<file path="src/rtl/fetch_stage_pkg.sv">
// Shared fetch-stage types and constants.
// Latency: n/a (declarations only).
// Backpressure: n/a.
package fetch_stage_pkg;

    localparam int XLEN = 32;
    localparam logic [XLEN-1:0] RESET_PC_DEFAULT = 32'h0000_0000;
    localparam int unsigned PC_STEP = 4;

    // One buffered fetch result: the instruction word and the PC it came from.
    typedef struct packed {
        logic [XLEN-1:0] pc;
        logic [XLEN-1:0] instr;
    } fetch_entry_t;

endpackage

</file>
<file path="src/rtl/fetch_fifo.sv">
// Small synchronous FIFO holding fetched entries for the decode stage.
// Latency: a pushed entry is visible on dout the cycle after the push.
// Backpressure: push is ignored when full unless a pop happens in the same cycle; flush beats push.
//
// Ports:
//   clk, rst_n        clock, synchronous active-low reset
//   push, din         write request and data
//   pop               remove the head entry (ignored when empty)
//   flush             empty the FIFO; wins over push in the same cycle
//   dout              head entry
//   count, empty, full occupancy status
module fetch_fifo #(
    parameter int DEPTH = 2,
    parameter int WIDTH = 64
) (
    input  logic                         clk,
    input  logic                         rst_n,
    input  logic                         push,
    input  logic                         pop,
    input  logic                         flush,
    input  logic [WIDTH-1:0]             din,
    output logic [WIDTH-1:0]             dout,
    output logic [$clog2(DEPTH+1)-1:0]   count,
    output logic                         empty,
    output logic                         full
);

    localparam int AW = $clog2(DEPTH);
    localparam int CW = $clog2(DEPTH+1);

    logic [WIDTH-1:0] mem [DEPTH];
    logic [AW-1:0]    rd_ptr;
    logic [AW-1:0]    wr_ptr;
    logic             do_pop;
    logic             do_push;

    assign empty   = (count == '0);
    assign full    = (count == CW'(DEPTH));
    assign do_pop  = pop & ~empty;
    // A pop frees the head slot, so a push into a full FIFO is fine in that cycle.
    assign do_push = push & (~full | do_pop);
    assign dout    = mem[rd_ptr];

    always_ff @(posedge clk) begin
        if (!rst_n) begin
            rd_ptr <= '0;
            wr_ptr <= '0;
            count  <= '0;
        end else if (flush) begin
            rd_ptr <= '0;
            wr_ptr <= '0;
            count  <= '0;
        end else begin
            if (do_push) wr_ptr <= wr_ptr + AW'(1);
            if (do_pop)  rd_ptr <= rd_ptr + AW'(1);
            count <= count + CW'(do_push) - CW'(do_pop);
        end
    end

    always_ff @(posedge clk) begin
        if (do_push && !flush) mem[wr_ptr] <= din;
    end

endmodule

</file>
<file path="src/rtl/fetch_stage.sv">
// RV32 instruction fetch: in-order imem requests, response buffering, redirect/halt handling.
// Latency: a response is presented to decode the cycle after it returns from memory.
// Backpressure: requests are credit-limited so every response has a FIFO slot; decode stalls hold the head.
//
// Ports:
//   clk, rst_n                       clock, synchronous active-low reset
//   imem_req_valid/ready/addr        request channel to instruction memory
//   imem_rsp_valid/data              in-order response channel, no backpressure
//   redirect, redirect_pc            execute-stage control transfer
//   stall, hlt                       decode cannot accept / decoder reports halt
//   if_valid, if_instr, if_pc        head entry presented to decode
//   halted                           sticky halt indication
module fetch_stage #(
    parameter int              XLEN       = fetch_stage_pkg::XLEN,
    parameter logic [XLEN-1:0] RESET_PC   = fetch_stage_pkg::RESET_PC_DEFAULT,
    parameter int              FIFO_DEPTH = 2
) (
    input  logic            clk,
    input  logic            rst_n,
    output logic            imem_req_valid,
    input  logic            imem_req_ready,
    output logic [XLEN-1:0] imem_req_addr,
    input  logic            imem_rsp_valid,
    input  logic [XLEN-1:0] imem_rsp_data,
    input  logic            redirect,
    input  logic [XLEN-1:0] redirect_pc,
    input  logic            stall,
    input  logic            hlt,
    output logic            if_valid,
    output logic [XLEN-1:0] if_instr,
    output logic [XLEN-1:0] if_pc,
    output logic            halted
);

    localparam int CW = $clog2(FIFO_DEPTH+1);

    fetch_stage_pkg::fetch_entry_t push_ent;
    fetch_stage_pkg::fetch_entry_t head_ent;

    logic [XLEN-1:0] pc, pc_nxt;
    logic [XLEN-1:0] rsp_pc, rsp_pc_nxt;
    // inflight counts live outstanding requests; drop_cnt counts outstanding
    // requests made stale by a redirect. Memory is in order, so stale ones
    // always return before any live one.
    logic [CW-1:0]   inflight, inflight_nxt;
    logic [CW-1:0]   drop_cnt, drop_cnt_nxt;
    logic            halted_nxt;

    logic [CW-1:0]   fifo_cnt;
    logic            fifo_empty;
    logic            fifo_full;
    logic            credit_ok;
    logic            req_fire;
    logic            rsp_live;
    logic            push;
    logic            pop;

    // Live requests plus buffered entries never exceed the FIFO depth, so
    // every live response is guaranteed a slot.
    assign credit_ok      = ({1'b0, inflight} + {1'b0, fifo_cnt}) < (CW+1)'(FIFO_DEPTH);
    assign imem_req_valid = rst_n & ~halted & ~redirect & credit_ok;
    assign imem_req_addr  = pc;
    assign req_fire       = imem_req_valid & imem_req_ready;

    assign rsp_live = imem_rsp_valid & (drop_cnt == '0);
    assign push     = rsp_live & ~halted & ~redirect;

    assign if_valid = rst_n & ~fifo_empty & ~halted;
    assign pop      = if_valid & ~stall & ~hlt & ~redirect;
    assign if_instr = head_ent.instr;
    assign if_pc    = head_ent.pc;

    assign push_ent.pc    = rsp_pc;
    assign push_ent.instr = imem_rsp_data;

    fetch_fifo #(
        .DEPTH (FIFO_DEPTH),
        .WIDTH ($bits(fetch_stage_pkg::fetch_entry_t))
    ) u_fifo (
        .clk   (clk),
        .rst_n (rst_n),
        .push  (push),
        .pop   (pop),
        .flush (redirect),
        .din   (push_ent),
        .dout  (head_ent),
        .count (fifo_cnt),
        .empty (fifo_empty),
        .full  (fifo_full)
    );

    always_comb begin
        pc_nxt       = pc;
        rsp_pc_nxt   = rsp_pc;
        inflight_nxt = inflight;
        drop_cnt_nxt = drop_cnt;
        halted_nxt   = halted;
        if (redirect) begin
            pc_nxt       = redirect_pc;
            rsp_pc_nxt   = redirect_pc;
            inflight_nxt = '0;
            // Everything still outstanding is stale; a response this cycle
            // is one of them and is discarded now.
            drop_cnt_nxt = inflight + drop_cnt - CW'(imem_rsp_valid);
            halted_nxt   = 1'b0;
        end else begin
            if (req_fire) pc_nxt = pc + XLEN'(fetch_stage_pkg::PC_STEP);
            if (push)     rsp_pc_nxt = rsp_pc + XLEN'(fetch_stage_pkg::PC_STEP);
            // Live responses arriving while halted are dropped but still
            // return their credit.
            inflight_nxt = inflight + CW'(req_fire) - CW'(rsp_live);
            if (imem_rsp_valid && (drop_cnt != '0)) drop_cnt_nxt = drop_cnt - CW'(1);
            if (if_valid && hlt) halted_nxt = 1'b1;
        end
    end

    always_ff @(posedge clk) begin
        if (!rst_n) begin
            pc       <= RESET_PC;
            rsp_pc   <= RESET_PC;
            inflight <= '0;
            drop_cnt <= '0;
            halted   <= 1'b0;
        end else begin
            pc       <= pc_nxt;
            rsp_pc   <= rsp_pc_nxt;
            inflight <= inflight_nxt;
            drop_cnt <= drop_cnt_nxt;
            halted   <= halted_nxt;
        end
    end

    always_ff @(posedge clk) begin
        if (rst_n) begin
            assert (inflight <= CW'(FIFO_DEPTH));
            assert (!(push && fifo_full && !pop));
        end
    end

endmodule

</file>
<file path="config.mk">
export PLATFORM = sky130hd
export DESIGN_NAME = fetch_stage
export DESIGN_NICKNAME = d
export VERILOG_FILES = /design/src/rtl/fetch_stage_pkg.sv /design/src/rtl/fetch_fifo.sv /design/src/rtl/fetch_stage.sv
export SDC_FILE = /design/constraint.sdc
export NUM_CORES = 1
export LEC_CHECK = 0
export CORE_UTILIZATION = 42
export CTS_CLUSTER_SIZE = 10
export DETAILED_ROUTE_END_ITERATION = 10
export PLACE_DENSITY_LB_ADDON = 0.25
export SLEW_MARGIN = 5
export SYNTH_ARGS = -nofsm -noshare
export SYNTH_HDL_FRONTEND = slang
export SYNTH_HIERARCHICAL = 1
export SYNTH_SLANG_ARGS = --single-unit
</file>
<file path="constraint.sdc">
create_clock -name clk -period 9.7 [get_ports clk]
set_input_delay 0.97 -clock clk [delete_from_list [all_inputs] [get_ports clk]]
set_output_delay 0.97 -clock clk [all_outputs]
set_load 0.02 [all_outputs]
</file>
==> results_dict.tcl, run 1 <==
set metrics [dict create \
    status "finished clean" \
    hold_depth 2 \
    die_height_um 145 \
    rsz0062_at_grt "no" \
    r2r_start "u_fifo/count[0]$_SDFF_PP0_" \
    cts_setup_buffers 0 \
    top_usage_layer "met2" \
    die_x_um 145 \
    holdPathEnd "imem_req_addr[1]$_SDFFE_PN0P_" \
    die-area_sq_um 21100 \
    min_from "imem_req_addr[1]$_SDFFE_PN0P_" \
    timing.hold.ws_ns 0.460 \
    htree_levels 1 \
    cts_resized 0 \
    hp-class "reg2reg" \
    nets 939 \
    initial_core_util_pct 42.7 \
    detail_route.iter0.violations 339 \
    diodes 0 \
    worst_path_most_repeated_cell "buf_4" \
    portBuffers 169 \
    path_max_fanout 64 \
    antenna_found_initial 0 \
    crit_path_end_kind "register" \
    reg2reg_to "inflight[1]$_SDFF_PP0_" \
    syn-mean-instance-area_sq_um 12.5 \
    first_global_vias 5881 \
    ios 170 \
    wl_per_cell_um 16.9 \
    clock_path_buffers 3 \
    hold_buffers 0 \
    viasPerCell 5.24 \
    worstMarginPinSlew_ns 1.01 \
    peakVddDrop_v 0.0000872 \
    path_cells "clkdlybuf4s50_1 -> buf_4 -> inv_1 -> nor3_1 -> nor4b_1 -> o21ai_1 -> nor3_2 -> buf_4" \
    clockRootBuffer "clkbuf_16" \
    cts.sinks 202 \
    grt_max_degree 92 \
    place_hpwl_um 12700 \
    synth_nets 770 \
    grt_pass1_wl_um 31100 \
    use_met1_pct 26.6 \
    fin_crit_sh_pct 42.9 \
    drcViolationCount 0 \
    max_slew_margin_pct 32.3 \
    gp_congestion 0.813 \
    finalCriticalPeriod_ns 4.16 \
    max_stage_delay_ns 0.70 \
    num_rows 52 \
    post_route_cells_drive_above_1_share_pct 13.3 \
    area_growth_pct 30.9 \
    met3_usage_pct 2.99 \
    num-fill-cells 1723 \
    postSynthCellCount 690 \
    syn-cell-area_sq_um 8610 \
    yosys_warnings 6 \
    grt-ovfl-total 0 \
    tritoncts "built" \
    p_leak_nw 3.79 \
    reg2reg_depth 11 \
    r2r_slack_ns 6.49 \
    cp-start-kind "input port" \
    clkTransAtPathRegs_ns 0.06 \
    track_usage_pct 18.4 \
    antenna_left 0 \
    worst-setup-path-type "in2reg" \
    maxSlewViolCount 0 \
    gr-usage-met2_pct 28.1 \
    worst_ep_required_time_ns 9.82 \
    hold_violations 0 \
    cpMaxStageDelayCell "buf_4" \
    fmax_mhz 241 \
    power.density_nw_per_um2 178 \
    first_pass_iters 5 \
    core_sq_um 20200 \
    finClkSkew_ns 0.00985 \
    wl_um 19400 \
    cts_made_buffers 24 \
    setup-violations-final 0 \
    cp.arrival_ns 4.27 \
    maxCapViolations 0 \
    clk-insertion-delay-late_ns 0.50 \
    tns_ns 0 \
    vias 6010 \
]
area by class of cell:
cell class / instances / area, sq um / share of cell area, %
clock inverters: 1 / 30.0 / 0.266
flip-flops and latches: 202 / 5330 / 47.3
multi-input cells: 434 / 3050 / 27.1
inverters: 22 / 82.6 / 0.733
repair buffers: 175 / 1740 / 15.4
clock buffers: 43 / 703 / 6.24
well taps: 270 / 338 / 3.00
worst max-delay path by stage:
stage	from	to	slack (ns)	cells after the start
after CTS	rst_n	u_fifo/mem[0][55]$_DFFE_PP_	5.50	8
final	rst_n	u_fifo/mem[0][52]$_DFFE_PP_	5.54	8
after floorplan	rst_n	u_fifo/mem[0][0]$_DFFE_PP_	2.19	6
after global placement	rst_n	u_fifo/mem[0][63]$_DFFE_PP_	5.03	8
after global routing	rst_n	u_fifo/mem[0][54]$_DFFE_PP_	5.16	8
after detailed placement	rst_n	u_fifo/mem[0][63]$_DFFE_PP_	4.99	8
per-stage QoR:
| step | utilization, % | power [mW] | setup slack (ns) | instance area, sq um | cells |
|---|---|---|---|---|---|
| CTS | 55.9 | 2.03 | 5.50 | 11300 | 1147 |
| global route | 55.9 | 2.09 | 5.16 | 11300 | 1147 |
| detailed placement | 52.2 | 1.20 | 4.99 | 10500 | 1103 |
| floorplan | - | 1.10 | 2.19 | 8610 | 690 |
| global placement | 52.2 | 1.20 | 5.03 | 10500 | 1103 |
| finish | 55.9 | 2.01 | 5.54 | 11300 | 1147 |
placed cells by master, fill, tap and decap left out, types with 4 or more instances in the layout:
| cell | instances |
|---|---|
| nand4_1 | 24 |
| and2_1 | 8 |
| dfxtp_1 | 73 |
| mux2_2 | 70 |
| o22ai_1 | 5 |
| clkbuf_1 | 17 |
| nand3_1 | 23 |
| o21a_1 | 4 |
| buf_4 | 6 |
| nor4_1 | 6 |
| clkdlybuf4s50_1 | 169 |
| clkbuf_16 | 25 |
| and4_1 | 4 |
| xor2_1 | 23 |
| nand2_1 | 46 |
| a31oi_1 | 7 |
| a21oi_1 | 50 |
| o21ai_0 | 33 |
| xnor2_1 | 30 |
| nor3_1 | 17 |
| inv_1 | 21 |
| edfxtp_1 | 128 |
| and3_1 | 10 |
| nor2_1 | 26 |
| ha_1 | 8 |
layer usage:
metal  vias to the layer above  share of wire (%)
met4                         0                2.0
li1                       2891                  -
met1                      2861                 47
met3                        26                7.3
met5                         -                  0
met2                       232                 44
critical path, delay by kind of cell:
family,cells,cell delay [ns]
AND/OR/NAND/NOR,3,1.05
AO/OA/AOI/OAI,1,0.27
buffers and inverters,4,1.93
registers in the layout, indices dropped and copies added (netlist names), named ones only:
register and cells:
imem_req_addr 32, inflight 2, u_fifo/count 2, drop_cnt 2
rsp_pc 32, u_fifo/rd_ptr 1, u_fifo/wr_ptr 1, u_fifo/mem 128
halted 1
power breakdown:
group	leakage (nW)	switching (mW)	internal (mW)	total, mW
registers	1.78	0.0323	0.952	0.984
logic	1.66	0.100	0.0977	0.198
clock network	0.349	0.318	0.512	0.829
total	3.79	0.450	1.56	2.01
(Power assumes the default switching activity.)
==> run 2, diff against run 1 <==
Clock period 9.7 ns to 3.66 ns, I/O delays scaled along.
==> results_dict.tcl, run 2 (synthesis results as in run 1) <==
set metrics [dict create \
    track_usage_pct 18.1 \
    max_slew_margin_pct 57.1 \
    maxSlewViolCount 0 \
    fin_crit_sh_pct 87.9 \
    clk-insertion-delay-late_ns 0.49 \
    reg2reg_to "inflight[1]$_SDFF_PP0_" \
    cp.arrival_ns 2.85 \
    final_cell_mix "clkdlybuf4s50_1, edfxtp_1, dfxtp_1" \
    antenna_found_initial 0 \
    power.density_nw_per_um2 464 \
    holdPathEnd "u_fifo/mem[0][7]$_DFFE_PP_" \
    p_comb_share_pct 10.2 \
    grt_max_degree 65 \
    maxCapViolations 0 \
    post_route_cells_drive_above_1_share_pct 13.9 \
    switchingPower_mw 1.19 \
    ios 170 \
    crit_path_end_kind "output pin" \
    antenna_left 0 \
    vias 5930 \
    place_area_sq_um 10600 \
    die_height_um 145 \
    hold_violations 0 \
    hold_depth 1 \
    cts_setup_buffers 0 \
    area_growth_pct 31.9 \
    drcViolationCount 0 \
    cp-start-kind "register" \
    diodes 0 \
    status "finished clean" \
    r2r_slack_ns 0.54 \
    worstMarginPinSlew_ns 0.644 \
    hp-class "in2reg" \
    wl_per_cell_um 16.7 \
    place_hpwl_um 13200 \
    grt_pass1_wl_um 30600 \
    core_sq_um 20200 \
    finClkSkew_ns 0.0115 \
    htree_levels 1 \
    clockRootBuffer "clkbuf_16" \
    timing.hold.ws_ns 0.457 \
    first_global_vias 5671 \
    portBuffers 169 \
    p_leak_nw 3.82 \
    clockPowerShare_pct 40.3 \
    p_int_mw 4.08 \
    worst_ep_required_time_ns 3.29 \
    final_common_cell "clkdlybuf4s50_1" \
    swShare_pct 22.7 \
    cts_resized 0 \
    num-fill-cells 1749 \
    die_x_um 145 \
    viasPerCell 5.15 \
    tns_ns 0 \
    stdcell_area_sq_um 11400 \
    finalCriticalPeriod_ns 3.22 \
    path_max_fanout 7 \
    fmax_mhz 311 \
    num_rows 52 \
    wl_um 19200 \
    gp_congestion 0.895 \
    rsz0062_at_grt "no" \
    first_pass_iters 4 \
    peakVddDrop_v 0.000285 \
    seqPwrFrac_pct 49.5 \
    min_from "imem_rsp_data[7]" \
    hold_buffers 0 \
    cts_made_buffers 24 \
    initial_core_util_pct 42.7 \
    setup-violations-final 0 \
    clock_path_buffers 3 \
    die-area_sq_um 21100 \
    regMostFlops "u_fifo/mem" \
    r2r_start "u_fifo/count[0]$_SDFF_PP0_" \
    nets 944 \
    largest_reg_flops 128 \
    reg2reg_depth 11 \
    worst-setup-path-type "reg2out" \
    cts.sinks 202 \
    grt-ovfl-total 0 \
    detail_route.iter0.violations 321 \
    clkTransAtPathRegs_ns 0.05 \
    tritoncts "built" \
]
==> run 2: changes by cell type in the layout (fill, tap and decap cells not counted), sizes merged <==
cell	change
bufinv	-1
clkbuf	+1
buf	+5
==> run 2: cell type report <==
type	count	area (sq um)	area share, %
Multi-Input combinational cell	434	3090	27.2
Tap cell	270	338	2.98
Inverter	22	82.6	0.728
Clock buffer	44	707	6.23
Sequential cell	202	5330	46.9
Timing Repair Buffer	180	1810	16.0
==> run 2: how the worst max path moves through the flow <==
stage	cells after the start	start	endpoint	slack [ns]
3_3_place_gp	11	u_fifo/count[0]$_SDFF_PP0_	inflight[1]$_SDFF_PP0_	0.61
4_1_cts	5	u_fifo/count[0]$_SDFF_PP0_	imem_req_valid	0.42
6_report	5	u_fifo/count[0]$_SDFF_PP0_	imem_req_valid	0.44
5_1_grt	5	u_fifo/count[0]$_SDFF_PP0_	imem_req_valid	0.31
2_1_floorplan	6	rst_n	u_fifo/mem[0][0]$_DFFE_PP_	0.02
3_5_place_dp	11	u_fifo/count[0]$_SDFF_PP0_	inflight[1]$_SDFF_PP0_	0.56
==> run 2: power groups by stage <==
stage               Sequential (mW)  Clock [mW]  Combinational [mW]
floorplan                      2.66           0               0.260
global placement               2.65           0               0.535
detailed placement             2.65           0               0.538
CTS                            2.61        2.18               0.542
global route                   2.62        2.28               0.580
finish                         2.61        2.13               0.537
==> run 2: metal layers <==
metal / wire length, um / GRT usage (%) / up-vias
met2: 8350 / 27.2 / 191
met3: 1190 / 3.21 / 15
met5: 0 / 0 / -
li1: - / - / 2912
met4: 179 / 3.74 / 0
met1: 9480 / 27.3 / 2812
==> run 2: worst max-delay path, cell delays in order (launching register included) <==
cell	delay (ns)
dfxtp_1	0.42
and2_1	0.18
fa_1	0.45
nor4b_1	0.43
nor2b_1	0.25
clkdlybuf4s50_1	0.63
==> run 2: metrics by stage <==
stage / total power [mW] / instances / worst slack [ns] / utilization, %
floorplan: 2.92 / 690 / 0.0160 / -
detailed placement: 3.19 / 1108 / 0.558 / 52.8
global route: 5.47 / 1152 / 0.308 / 56.3
finish: 5.27 / 1152 / 0.442 / 56.3
global placement: 3.18 / 1108 / 0.606 / 52.8
CTS: 5.33 / 1152 / 0.424 / 56.3
==> run 3, diff against run 2 <==
Settings changed: SYNTH_HIERARCHICAL 1 to default.
==> results_dict.tcl, run 3 <==
set metrics [dict create \
    p_leak_nw 3.83 \
    synth-main-ff-cell "edfxtp_1" \
    clockRootBuffer "clkbuf_16" \
    clk-insertion-delay-late_ns 0.50 \
    portBuffers 169 \
    dp_slack_ns 0.852 \
    worst_ep_required_time_ns 3.29 \
    ys_types 50 \
    drcViolationCount 0 \
    synth-seq-area-share_pct 62.2 \
    cp.arrival_ns 2.42 \
    crit_path_end_kind "output pin" \
    min_from "imem_rsp_data[28]" \
    maxSlewViolCount 0 \
    htree_levels 1 \
    wirelength_met1_um 9250 \
    regMostFlops "u_fifo.mem" \
    path_delay_family "buffers and inverters" \
    finalCriticalPeriod_ns 2.79 \
    ys_ff_latch 202 \
    cpMaxStageDelayCell "clkdlybuf4s50_1" \
    routed.top_layer "met4" \
    antenna_left 0 \
    largest_reg_flops 128 \
    reg2reg_depth 11 \
    die_height_um 145 \
    cts_resized 0 \
    r2r_slack_ns 0.92 \
    area_growth_pct 32.2 \
    wl_um 20000 \
    rsz0062_at_grt "no" \
    ys_top_cells_by_area "edfxtp_1, dfxtp_1, mux2_2" \
    maxCapViolations 0 \
    fin_crit_sh_pct 76.2 \
    track_usage_pct 18.9 \
    tns_ns 0 \
    first_pass_iters 4 \
    clock_path_buffers 3 \
    synth_top_area_share_pct 44.9 \
    path_max_fanout 3 \
    path_cells "and2_1 -> fa_1 -> nor4_1 -> clkdlybuf4s50_1" \
    power.density_nw_per_um2 478 \
    peakVddDrop_v 0.000342 \
    finClkSkew_ns 0.0102 \
    hold_depth 1 \
    grt_max_degree 65 \
    cts_setup_buffers 0 \
    viasPerCell 5.33 \
    hold_buffers 0 \
    diodes 0 \
    crit_buf_inv 1 \
    dr_wl_met2_um 8580 \
    final_common_cell "clkdlybuf4s50_1" \
    place_hpwl_um 13400 \
    syn-mean-instance-area_sq_um 12.6 \
    vias 6071 \
    antenna_found_initial 0 \
    synthArstFlopShare_pct 0 \
    ios 170 \
    synth_edf_count 128 \
    wl_per_cell_um 17.5 \
    worstMarginPinSlew_ns 1.01 \
    hp-class "in2reg" \
    num-fill-cells 1590 \
    num_rows 51 \
    die-area_sq_um 20900 \
    final_cell_mix "clkdlybuf4s50_1, edfxtp_1, dfxtp_1" \
    detail_route.iter0.violations 280 \
    nets 936 \
    synth_most_common_cell "edfxtp_1" \
    grt_pass1_wl_um 30600 \
    holdPathEnd "u_fifo.mem[1][28]$_DFFE_PP_" \
    worst-setup-path-type "reg2out" \
    status "finished clean" \
    synth_common_cells "edfxtp_1, dfxtp_1, mux2_2" \
    setup_slack_ns 0.869 \
    max_stage_delay_ns 0.65 \
    syn-cell-area_sq_um 8560 \
    first_global_vias 5735 \
    reg2reg_to "inflight[1]$_SDFF_PP0_" \
    r2r_start "inflight[0]$_SDFF_PP0_" \
    clkTransAtPathRegs_ns 0.06 \
    synth_nets 760 \
    core_sq_um 19700 \
    cts_made_buffers 24 \
    cp-start-kind "register" \
    gp_congestion 0.836 \
    fmax_mhz 358 \
    yosys_warnings 0 \
    synth_top_area_cell "edfxtp_1" \
    grt-ovfl-total 0 \
    initial_core_util_pct 43.4 \
    hold_violations 0 \
    max_slew_margin_pct 32.8 \
    dr_wl_met3_um 1570 \
    tritoncts "built" \
    setup-violations-final 0 \
    cts.sinks 202 \
    die_x_um 145 \
    postSynthCellCount 680 \
    post_route_cells_drive_above_1_share_pct 13.6 \
]
==> run 3: how the worst max path moves through the flow <==
| stage | start | cells after the start | slack [ns] | end |
|---|---|---|---|---|
| 3_3_place_gp | rst_n | 6 | 0.92 | u_fifo.mem[1][15]$_DFFE_PP_ |
| 2_1_floorplan | redirect | 4 | 0.13 | u_fifo.mem[0][0]$_DFFE_PP_ |
| 4_1_cts | inflight[0]$_SDFF_PP0_ | 4 | 0.84 | imem_req_valid |
| 6_report | inflight[0]$_SDFF_PP0_ | 4 | 0.87 | imem_req_valid |
| 3_5_place_dp | rst_n | 6 | 0.85 | u_fifo.mem[1][22]$_DFFE_PP_ |
| 5_1_grt | inflight[0]$_SDFF_PP0_ | 11 | 0.68 | inflight[1]$_SDFF_PP0_ |
==> run 3: where the power goes <==
part | switching, mW | internal [mW]
Combinational | 0.334 | 0.321
Sequential | 0.0899 | 2.56
Clock | 0.848 | 1.26
Total | 1.27 | 4.14
==> run 3: layer usage <==
metal  up-vias  track usage, %
li1       2900               -
met1      2876            26.8
met2       263            28.5
met3        32            4.28
met4         0            6.48
met5         -               0
==> run 3: kinds of logic (layout without fill, tap and decap cells) <==
family / count (synthesis) / count (layout) / synth area share [%]
XOR/XNOR: 49 / 49 / 5.02
flip-flops: 202 / 202 / 62.2
AND/OR/NAND/NOR: 183 / 183 / 12.0
buffers and inverters: 50 / 243 / 2.35
multiplexers: 71 / 71 / 9.26
AO/OA/AOI/OAI: 116 / 116 / 7.69
adder cells (fa/ha/maj): 9 / 9 / 1.40
==> run 3: per-stage QoR <==
step / total power [mW] / utilization (%) / hold slack (ns) / instances / instance area [sq um]
floorplan: 3.02 / - / 0.425 / 680 / 8570
global placement: 3.34 / 53.9 / 0.434 / 1095 / 10600
detailed placement: 3.35 / 53.9 / 0.444 / 1095 / 10600
CTS: 5.46 / 57.4 / 0.427 / 1138 / 11300
global route: 5.62 / 57.4 / 0.426 / 1138 / 11300
finish: 5.41 / 57.4 / 0.448 / 1138 / 11300
==> run 3: cell type report <==
class	count	area, sq um	area share, %
clock buffers	42	689	6.09
well taps	265	332	2.93
clock inverters	1	5.00	0.0442
repair buffers	184	1850	16.4
inverters	16	62.6	0.553
flip-flops and latches	202	5330	47.1
multi-input cells	428	3050	26.9
